[config.mk]
export PLATFORM = sky130hd
export DESIGN_NAME = conv_loop_ctrl
export DESIGN_NICKNAME = d
export VERILOG_FILES = /design/src/rtl/conv_loop_ctrl.sv
export SDC_FILE = /design/constraint.sdc
export NUM_CORES = 1
export LEC_CHECK = 0
export ABC_AREA = 0
export BUFFER_PORTS_ARGS = -buffer_cell sky130_fd_sc_hd__buf_2
export CAP_MARGIN = 20
export CORE_ASPECT_RATIO = 1.2
export CORE_UTILIZATION = 40
export CTS_CLUSTER_SIZE = 25
export DETAILED_ROUTE_END_ITERATION = 6
export PLACE_DENSITY = 0.55
export SETUP_SLACK_MARGIN = 0.4
export SKIP_LAST_GASP = 1
export SLEW_MARGIN = 20
export SYNTH_ARGS = -nofsm -noshare
export SYNTH_HDL_FRONTEND = slang
export SYNTH_SLANG_ARGS = --single-unit
[constraint.sdc]
create_clock -name clock -period 4.19 [get_ports clock]
set_input_delay 0.838 -clock clock [delete_from_list [all_inputs] [get_ports clock]]
set_output_delay 0.838 -clock clock [all_outputs]
set_load 0.02 [all_outputs]
[src/rtl/conv_loop_ctrl.sv]
// ============================================================================
// Module   : conv_loop_ctrl
// Brief    : Convolution-layer sequencer. Walks m, r, c, ng, i, j and issues
//            ifm/weight addresses, accumulator framing and delayed out writes.
// Revision : 1.0  initial release
// ============================================================================
`default_nettype none

module conv_loop_ctrl #(
  parameter int K        = 5,
  parameter int IN_SIZE  = 32,
  parameter int OUT_SIZE = 28,
  parameter int IN_CH    = 1,
  parameter int OUT_CH   = 6,
  parameter int PAR_N    = 4,
  parameter int PIPE_LAT = 8,
  parameter int ADDR_W   = 16
) (
  input  logic              clock,
  input  logic              rst_n,
  input  logic              start,
  input  logic              hold,
  output logic              busy,
  output logic              done,
  output logic              mem_en,
  output logic [ADDR_W-1:0] ifm_addr,
  output logic [ADDR_W-1:0] weight_addr,
  output logic              acc_first,
  output logic              acc_last,
  output logic              out_we,
  output logic [ADDR_W-1:0] out_addr
);

  localparam int c_NG  = (IN_CH + PAR_N - 1) / PAR_N;
  localparam int c_KW  = (K > 1)        ? $clog2(K)        : 1;
  localparam int c_NGW = (c_NG > 1)     ? $clog2(c_NG)     : 1;
  localparam int c_OW  = (OUT_SIZE > 1) ? $clog2(OUT_SIZE) : 1;
  localparam int c_MW  = (OUT_CH > 1)   ? $clog2(OUT_CH)   : 1;

  localparam logic [ADDR_W-1:0] c_IN        = ADDR_W'(IN_SIZE);
  localparam logic [ADDR_W-1:0] c_IN_PLANE  = ADDR_W'(IN_SIZE * IN_SIZE);
  localparam logic [ADDR_W-1:0] c_KK        = ADDR_W'(K);
  localparam logic [ADDR_W-1:0] c_KSQ       = ADDR_W'(K * K);
  localparam logic [ADDR_W-1:0] c_W_PER_M   = ADDR_W'(c_NG * K * K);
  localparam logic [ADDR_W-1:0] c_OUT       = ADDR_W'(OUT_SIZE);
  localparam logic [ADDR_W-1:0] c_OUT_PLANE = ADDR_W'(OUT_SIZE * OUT_SIZE);
  localparam logic [ADDR_W-1:0] c_LAST_PIX  = ADDR_W'(OUT_CH * OUT_SIZE * OUT_SIZE - 1);

  localparam longint c_ADDR_LIM = longint'(1) << ADDR_W;
  localparam longint c_IFM_MAX  = longint'(c_NG) * IN_SIZE * IN_SIZE - 1;
  localparam longint c_WT_MAX   = longint'(OUT_CH) * c_NG * K * K - 1;
  localparam longint c_OUT_MAX  = longint'(OUT_CH) * OUT_SIZE * OUT_SIZE - 1;

  // Configuration sanity: refuse to elaborate an inconsistent geometry.
  if (OUT_SIZE != IN_SIZE - K + 1) begin : g_chk_out_size
    $error("conv_loop_ctrl: OUT_SIZE must equal IN_SIZE-K+1");
  end
  if (PIPE_LAT < 1) begin : g_chk_pipe_lat
    $error("conv_loop_ctrl: PIPE_LAT must be at least 1");
  end
  if (ADDR_W < 1 || ADDR_W > 62) begin : g_chk_addr_w
    $error("conv_loop_ctrl: ADDR_W out of range");
  end
  if (c_IFM_MAX >= c_ADDR_LIM) begin : g_chk_ifm
    $error("conv_loop_ctrl: ifm address exceeds ADDR_W");
  end
  if (c_WT_MAX >= c_ADDR_LIM) begin : g_chk_weight
    $error("conv_loop_ctrl: weight address exceeds ADDR_W");
  end
  if (c_OUT_MAX >= c_ADDR_LIM) begin : g_chk_out
    $error("conv_loop_ctrl: output address exceeds ADDR_W");
  end

  typedef enum logic [1:0] {
    ST_IDLE  = 2'd0,
    ST_RUN   = 2'd1,
    ST_DRAIN = 2'd2,
    ST_DONE  = 2'd3
  } state_t;

  state_t r_state;
  state_t w_state_nxt;

  logic [c_MW-1:0]  r_m;
  logic [c_OW-1:0]  r_r;
  logic [c_OW-1:0]  r_c;
  logic [c_NGW-1:0] r_ng;
  logic [c_KW-1:0]  r_i;
  logic [c_KW-1:0]  r_j;

  logic w_j_end;
  logic w_i_end;
  logic w_ng_end;
  logic w_c_end;
  logic w_r_end;
  logic w_m_end;
  logic w_first;
  logic w_pix_end;
  logic w_final;
  logic w_issue;

  logic [ADDR_W-1:0] w_ifm;
  logic [ADDR_W-1:0] w_wt;
  logic [ADDR_W-1:0] w_pix;
  logic [ADDR_W-1:0] r_tap_pix;

  logic              r_dly_vld  [PIPE_LAT];
  logic [ADDR_W-1:0] r_dly_addr [PIPE_LAT];

  assign w_j_end   = (r_j  == c_KW'(K - 1));
  assign w_i_end   = (r_i  == c_KW'(K - 1));
  assign w_ng_end  = (r_ng == c_NGW'(c_NG - 1));
  assign w_c_end   = (r_c  == c_OW'(OUT_SIZE - 1));
  assign w_r_end   = (r_r  == c_OW'(OUT_SIZE - 1));
  assign w_m_end   = (r_m  == c_MW'(OUT_CH - 1));
  assign w_first   = (r_ng == '0) && (r_i == '0) && (r_j == '0);
  assign w_pix_end = w_j_end && w_i_end && w_ng_end;
  assign w_final   = w_pix_end && w_c_end && w_r_end && w_m_end;

  // Address arithmetic at ADDR_W width; overflow is ruled out at elaboration.
  assign w_ifm = ADDR_W'(r_ng) * c_IN_PLANE
               + (ADDR_W'(r_r) + ADDR_W'(r_i)) * c_IN
               + ADDR_W'(r_c) + ADDR_W'(r_j);
  assign w_wt  = ADDR_W'(r_m) * c_W_PER_M + ADDR_W'(r_ng) * c_KSQ
               + ADDR_W'(r_i) * c_KK + ADDR_W'(r_j);
  assign w_pix = ADDR_W'(r_m) * c_OUT_PLANE + ADDR_W'(r_r) * c_OUT + ADDR_W'(r_c);

  always_ff @(posedge clock or negedge rst_n) begin
    if (!rst_n) begin
      r_state <= ST_IDLE;
    end else begin
      r_state <= w_state_nxt;
    end
  end

  // The start cycle itself issues tap 0, so the first tap lands one cycle after start.
  always_comb begin
    w_state_nxt = r_state;
    w_issue     = 1'b0;
    busy        = 1'b1;
    done        = 1'b0;
    case (r_state)
      ST_IDLE: begin
        busy = 1'b0;
        if (start) begin
          w_issue     = !hold;
          w_state_nxt = (!hold && w_final) ? ST_DRAIN : ST_RUN;
        end
      end
      ST_RUN: begin
        w_issue = !hold;
        if (!hold && w_final) begin
          w_state_nxt = ST_DRAIN;
        end
      end
      ST_DRAIN: begin
        if (out_we && (out_addr == c_LAST_PIX)) begin
          w_state_nxt = ST_DONE;
        end
      end
      ST_DONE: begin
        done        = 1'b1;
        w_state_nxt = ST_IDLE;
      end
      default: begin
        w_state_nxt = ST_IDLE;
      end
    endcase
  end

  always_ff @(posedge clock or negedge rst_n) begin
    if (!rst_n) begin
      r_m  <= '0;
      r_r  <= '0;
      r_c  <= '0;
      r_ng <= '0;
      r_i  <= '0;
      r_j  <= '0;
    end else if (w_issue) begin
      r_j <= w_j_end ? '0 : r_j + c_KW'(1);
      if (w_j_end) begin
        r_i <= w_i_end ? '0 : r_i + c_KW'(1);
        if (w_i_end) begin
          r_ng <= w_ng_end ? '0 : r_ng + c_NGW'(1);
          if (w_ng_end) begin
            r_c <= w_c_end ? '0 : r_c + c_OW'(1);
            if (w_c_end) begin
              r_r <= w_r_end ? '0 : r_r + c_OW'(1);
              if (w_r_end) begin
                r_m <= w_m_end ? '0 : r_m + c_MW'(1);
              end
            end
          end
        end
      end
    end
  end

  always_ff @(posedge clock or negedge rst_n) begin
    if (!rst_n) begin
      mem_en      <= 1'b0;
      acc_first   <= 1'b0;
      acc_last    <= 1'b0;
      ifm_addr    <= '0;
      weight_addr <= '0;
      r_tap_pix   <= '0;
    end else begin
      mem_en    <= w_issue;
      acc_first <= w_issue && w_first;
      acc_last  <= w_issue && w_pix_end;
      if (w_issue) begin
        ifm_addr    <= w_ifm;
        weight_addr <= w_wt;
        r_tap_pix   <= w_pix;
      end
    end
  end

  // Fed from the registered acc_last so out_we trails it by exactly PIPE_LAT cycles.
  always_ff @(posedge clock or negedge rst_n) begin
    if (!rst_n) begin
      for (int s = 0; s < PIPE_LAT; s++) begin
        r_dly_vld[s]  <= 1'b0;
        r_dly_addr[s] <= '0;
      end
    end else begin
      r_dly_vld[0]  <= acc_last;
      r_dly_addr[0] <= r_tap_pix;
      for (int s = 1; s < PIPE_LAT; s++) begin
        r_dly_vld[s]  <= r_dly_vld[s-1];
        r_dly_addr[s] <= r_dly_addr[s-1];
      end
    end
  end

  assign out_we   = r_dly_vld[PIPE_LAT-1];
  assign out_addr = r_dly_addr[PIPE_LAT-1];

endmodule

`default_nettype wire
## Word level (Yosys, flattened, before mapping)

Index checks and enable logic that the tools add are counted.
Widths: inputs -> output; s select.

- Register bits: 209

- Add/sub/neg operators: 15
- $mul: 5
- Eq/ne operators: 12
- Muxes and demuxes: 15
- Bitwise gates (word level): 1
- Reduce and logical (&&, ||, !) cells: 21

Operator list:

| kind | number |
|---|---|
| $eq 16x13->1 const B | 1 |
| $add 14x5->15 | 1 |
| $add 13x10->14 | 1 |
| $add 13x3->14 | 1 |
| $add 12x5->13 | 1 |
| $add 11x11->12 | 1 |
| $add 10x3->11 | 1 |
| $logic_and 1x1->1 | 11 |
| $add 5x1->5 const B | 2 |
| $add 9x6->10 | 1 |
| $eq 5x5->1 const B | 2 |
| $mux 5 | 2 |
| $add 3x1->3 const B | 3 |
| $add 8x6->9 | 1 |
| $eq 3x3->1 const B | 3 |
| $mul 3x6->9 const B | 1 |
| $mux 3 | 3 |
| $mul 3x5->8 const B | 1 |
| $mul 5x3->8 const B | 1 |
| $mux 2 | 4 |
| $pmux 2 s4 | 1 |
| $add 5x3->6 | 1 |
| $logic_not 3->1 | 2 |
| $mul 1x5->6 const B | 1 |
| 15 further kinds | 22 |

## Longest topological paths before layout

- Depth in word-level cells: 10
- Depth in mapped cells: 14
- Mapped depth without buffers: 14

## Least setup slack after synthesis

No wires, ideal clock.

- Kind: register -> register
- Start point: reg r_r[3]
- End point: reg r_tap_pix[12]
- Library setup time: 128 ps
- Arrival: 3,175 ps
- Data required time: 4,062 ps
- Path slack: 887 ps
- Stages on the path, launching flop included: 15
- Buffers on the path: 0
- Path through: dfrtp_1 fa_1 ha_1 a21o_1 a21oi_1 nor2b_1 o21ai_0 nand2b_1 ha_1 ha_1 a21o_1 a21oi_1 a311oi_1 xnor2_1 o21ai_0

- Word-level cells in the longest chain between the ends: 3

RTL lines:

| what | RTL line | text |
|---|---|---|
| start, declared | 85 | `logic [c_OW-1:0] r_r;` |
| start signal, assigned | 188 | `r_r <= w_r_end ? '0 : r_r + c_OW'(1);` |
| $mul 5x3->8 | 126 | `assign w_pix = ADDR_W'(r_m) * c_OUT_PLANE + ADDR_W'(r_r) * c_OUT + ADDR_W'(r_c);` |
| $add 13x10->14 | 126 |  |
| $add 14x5->15 | 126 |  |
| end signal, assigned | 214 | `r_tap_pix <= w_pix;` |
| end, declared | 105 | `logic [ADDR_W-1:0] r_tap_pix;` |

No other way between the ends.
A chain may end at the register's enable or synchronous reset.

## Worst setup path in the final report

- Start point: reg r_r[1]
- End point: reg r_tap_pix[12]

Same word-level chain as after synthesis.

==> results.md <==
- Status: finished clean
- Leakage: 4.508 nW
- Number of global-route vias before repair: 4197
- Die width: 126.8 um
- RSZ-0062 raised after global routing: false
- Crit start category: register
- Seq/Total Area, Yosys: between 50% and 60%
- H-tree levels: 4
- Arrival @ worst endpoint: 3.80 ns
- Hold Path Class: reg2reg
- Worst setup margin: 0.6592 ns
- Max clock buf depth: 2
- Core area: 0.01824 mm2
- Drt first-iter violations: 147
- Initial Util: 41.01%
- CP Capture Type: register
- CTS Sinks: around 180
- Worst Path Max Fanout: 7
- Final WL: 12250 um
- Final count of pins violating max slew: 0
- Tot GR Track Use: 14.20%
- DRC Markers: 0
- Vias per inst: 4.848
- Skew-Pair Late Insertion Delay: 0.43 ns
- I/O pin cnt: 58
- Syn avg cell area: 12.97 um2
- Relative slew slack: 46.44%
- Clock transition at the registers of the reported paths: 0.07 ns
- Placement Rows: 54
- Share of layout cells above drive strength 1: 15.35%
- CTS Buf Count: 17
- Most common library cell in the layout ignoring fill and taps: dfrtp_1
- Sum Neg Setup Slack: 0 ns
- Mapped cell area: 0.007481 mm2
- P per Cell Area: between 400 and 500 mW/mm2
- Filler cells: ~1700
- Post-Syn Instances: 577
- Final core occ: 46.13%
- DR WL/cell: 14.31 um
- Setup violators final: 0
- Antenna cells: 0
- Critical Path RT: ~4.5 ns
- Largest net degree at the start of global routing: 110
- #FFs+latches synth: approximately 180
- Pwr Total: around 0.0042 W
- Synth Warn #: 0
- Fmax: 283.2 MHz
- Hold Vio Cnt, Final: 0
- Post-CTS Hold Fix Bufs: 0
- Max-cap viol count: 0
- Chip height: about 150 um
- P&R area growth vs syn: 12.49%
- Most frequent cells in the layout: dfrtp_1 (176), nand2_1 (72), ha_1 (65)
- Worst Tran Pin Value: 0.8026 ns
- Area taken by multi-input logic gates: 0.002705 mm2
- Port Buffers: 44
- First-pass GRT wire length: 21070 um
- Clock skew: 0.01787 ns
- Grt ovf: 0
- Worst slack at placement: 0.6112 ns
- Pre-Repair DR Iteration Count: 4
- Worst vdd ir: 333.3 uV
- Layout Nets: 702
- CTS tree: built
- Crit Path Category: reg2reg
- Post-DRT Antenna Nets: 0
- Via count: 4150
- Reg area: approximately 0.0045 mm2
- Initial antenna violation count: 0
- Root buf cell: clkbuf_16
- Yosys cell types: 55
- Post-DP HPWL: 8556 um
- Die area: 0.01926 mm2
- Tcrit/Tclk final: 84.27%
- Final min period: 3.531 ns
- Placer congestion estimate: 0.8801
[metrics by stage]
step           std cells  cell area [um2]  hold WS [ns]
2_1_floorplan        589             7526        0.3312
3_3_place_gp         823             7816        0.3312
3_5_place_dp         823             7816        0.3347
4_1_cts              855             8384        0.3455
5_1_grt              856             8416        0.3535
6_report             856             8416        0.3393
[power breakdown]
group / total (W) / internal [W] / switching [W] / leakage, nW
Combinational: 0.000707 / 0.000267 / 0.000440 / 1.81
Sequential: 0.00198 / 0.00186 / 0.000115 / 2.42
Clock: 0.00150 / 0.000789 / 0.000712 / 0.274
Total: 0.00419 / 0.00292 / 0.00127 / 4.51
[logic make-up (layout without fill, tap and decap cells)]
| logic type | count (synthesis) | count (layout) | synth area share, % |
|---|---|---|---|
| compound gates | 99 | 99 | 8.146 |
| xor+xnor | 23 | 23 | 2.793 |
| fa+ha+maj | 79 | 79 | 14.62 |
| buf+inv | 61 | 104 | 4.566 |
| flops | 179 | 179 | 59.88 |
| mux | 3 | 3 | 0.4181 |
| other cells | 1 | 13 | 0.05013 |
| simple gates | 132 | 132 | 9.534 |
[critical path, cell delays in order (launching register included)]
cell      delay (ns)
dfrtp_2         0.49
fa_1            0.63
ha_1            0.25
a21o_1          0.17
a21oi_1         0.23
nor2b_1         0.07
o21ai_0         0.15
nand2b_1        0.08
ha_1            0.28
ha_1            0.36
a21o_1          0.14
a21oi_1         0.06
a311oi_1        0.25
xnor2_1         0.15
o21ai_0         0.08
[worst paths after layout]
path / slack [ns] / cells after the start / from / end
max: 0.66 / 14 / r_r[1] / r_tap_pix[12]
min: 0.34 / 0 / r_dly_addr[86] / r_dly_addr[70]
max reg2reg: 0.66 / 14 / r_r[1] / r_tap_pix[12]
min reg2reg: 0.34 / 0 / r_dly_addr[86] / r_dly_addr[70]
max in group asynchronous: 2.88 / 3 / rst_n / r_dly_addr[123]
min in group asynchronous: 0.36 / 1 / rst_n / r_dly_vld[1]
[flip-flops by register name, indices dropped and copies added, names as in the netlist]
name,flops
r_m,3
r_tap_pix,14
ifm_addr,12
weight_addr,9
r_dly_addr,98
r_i,3
out_we,1
r_j,3
r_r,5
r_state,2
out_addr,14
r_dly_vld,7
acc_first,1
r_c,5
acc_last,1
mem_en,1
[layout make-up]
cell class | count | area share [%]
well taps | 224 | 3.330
inverters | 24 | 1.070
multi-input cells | 349 | 32.14
flip-flops and latches | 179 | 53.27
repair buffers | 48 | 3.434
clock inverters | 15 | 1.695
clock buffers | 17 | 5.055
[per-layer routing]
metal / part of all wire [%] / global-route usage, % / wire length [um] / vias to the layer above
li1: - / - / - / 2016
met1: 47 / 18.47 / 5706 / 2047
met2: 49 / 22.76 / 6007 / 72
met3: 2.8 / 3.662 / 338 / 15
met4: 1.6 / 5.442 / 197 / 0
met5: 0 / 0 / 0 / -
[cells in the mapped netlist, drive strengths merged]
master | instances | area [um2]
nor2 | 11 | 41.29
nor3b | 3 | 22.52
mux2 | 1 | 11.26
a21boi | 2 | 15.02
nand4bb | 1 | 11.26
a311oi | 1 | 8.760
xor2 | 11 | 103.9
buf | 36 | 247.7
nor3 | 4 | 31.28
ha | 65 | 813.3
or2 | 1 | 6.260
a32oi | 1 | 8.760
a21oi | 21 | 108.9
o41ai | 1 | 8.760
nand4b | 3 | 41.29
xnor2 | 12 | 105.1
fa | 14 | 280.3
a41oi | 1 | 8.760
nor4 | 4 | 61.31
and3 | 5 | 31.28
dfrtp | 179 | 4479
clkbuf | 1 | 3.750
o2111ai | 1 | 15.01
o21bai | 3 | 22.52
o21a | 1 | 7.510
nand2b | 1 | 6.260
o21ai | 42 | 214.0
a21o | 15 | 113.9
nand4 | 3 | 33.78
nor2b | 5 | 31.28
conb | 1 | 3.750
o31ai | 4 | 30.03
nand3b | 4 | 30.03
a211oi | 4 | 30.03
a311o | 1 | 10.01
mux2i | 2 | 20.02
inv | 24 | 90.09
nand3 | 13 | 77.58
or3b | 1 | 8.760
nor4b | 1 | 8.760
nand2 | 72 | 270.3
o211ai | 1 | 7.510
[timing repair]
action	in CTS	in global routing
buffers inserted	0	0
setup endpoints to repair	0	3
resized for setup	0	3
Note: power is estimated with default switching activity, not from simulation.
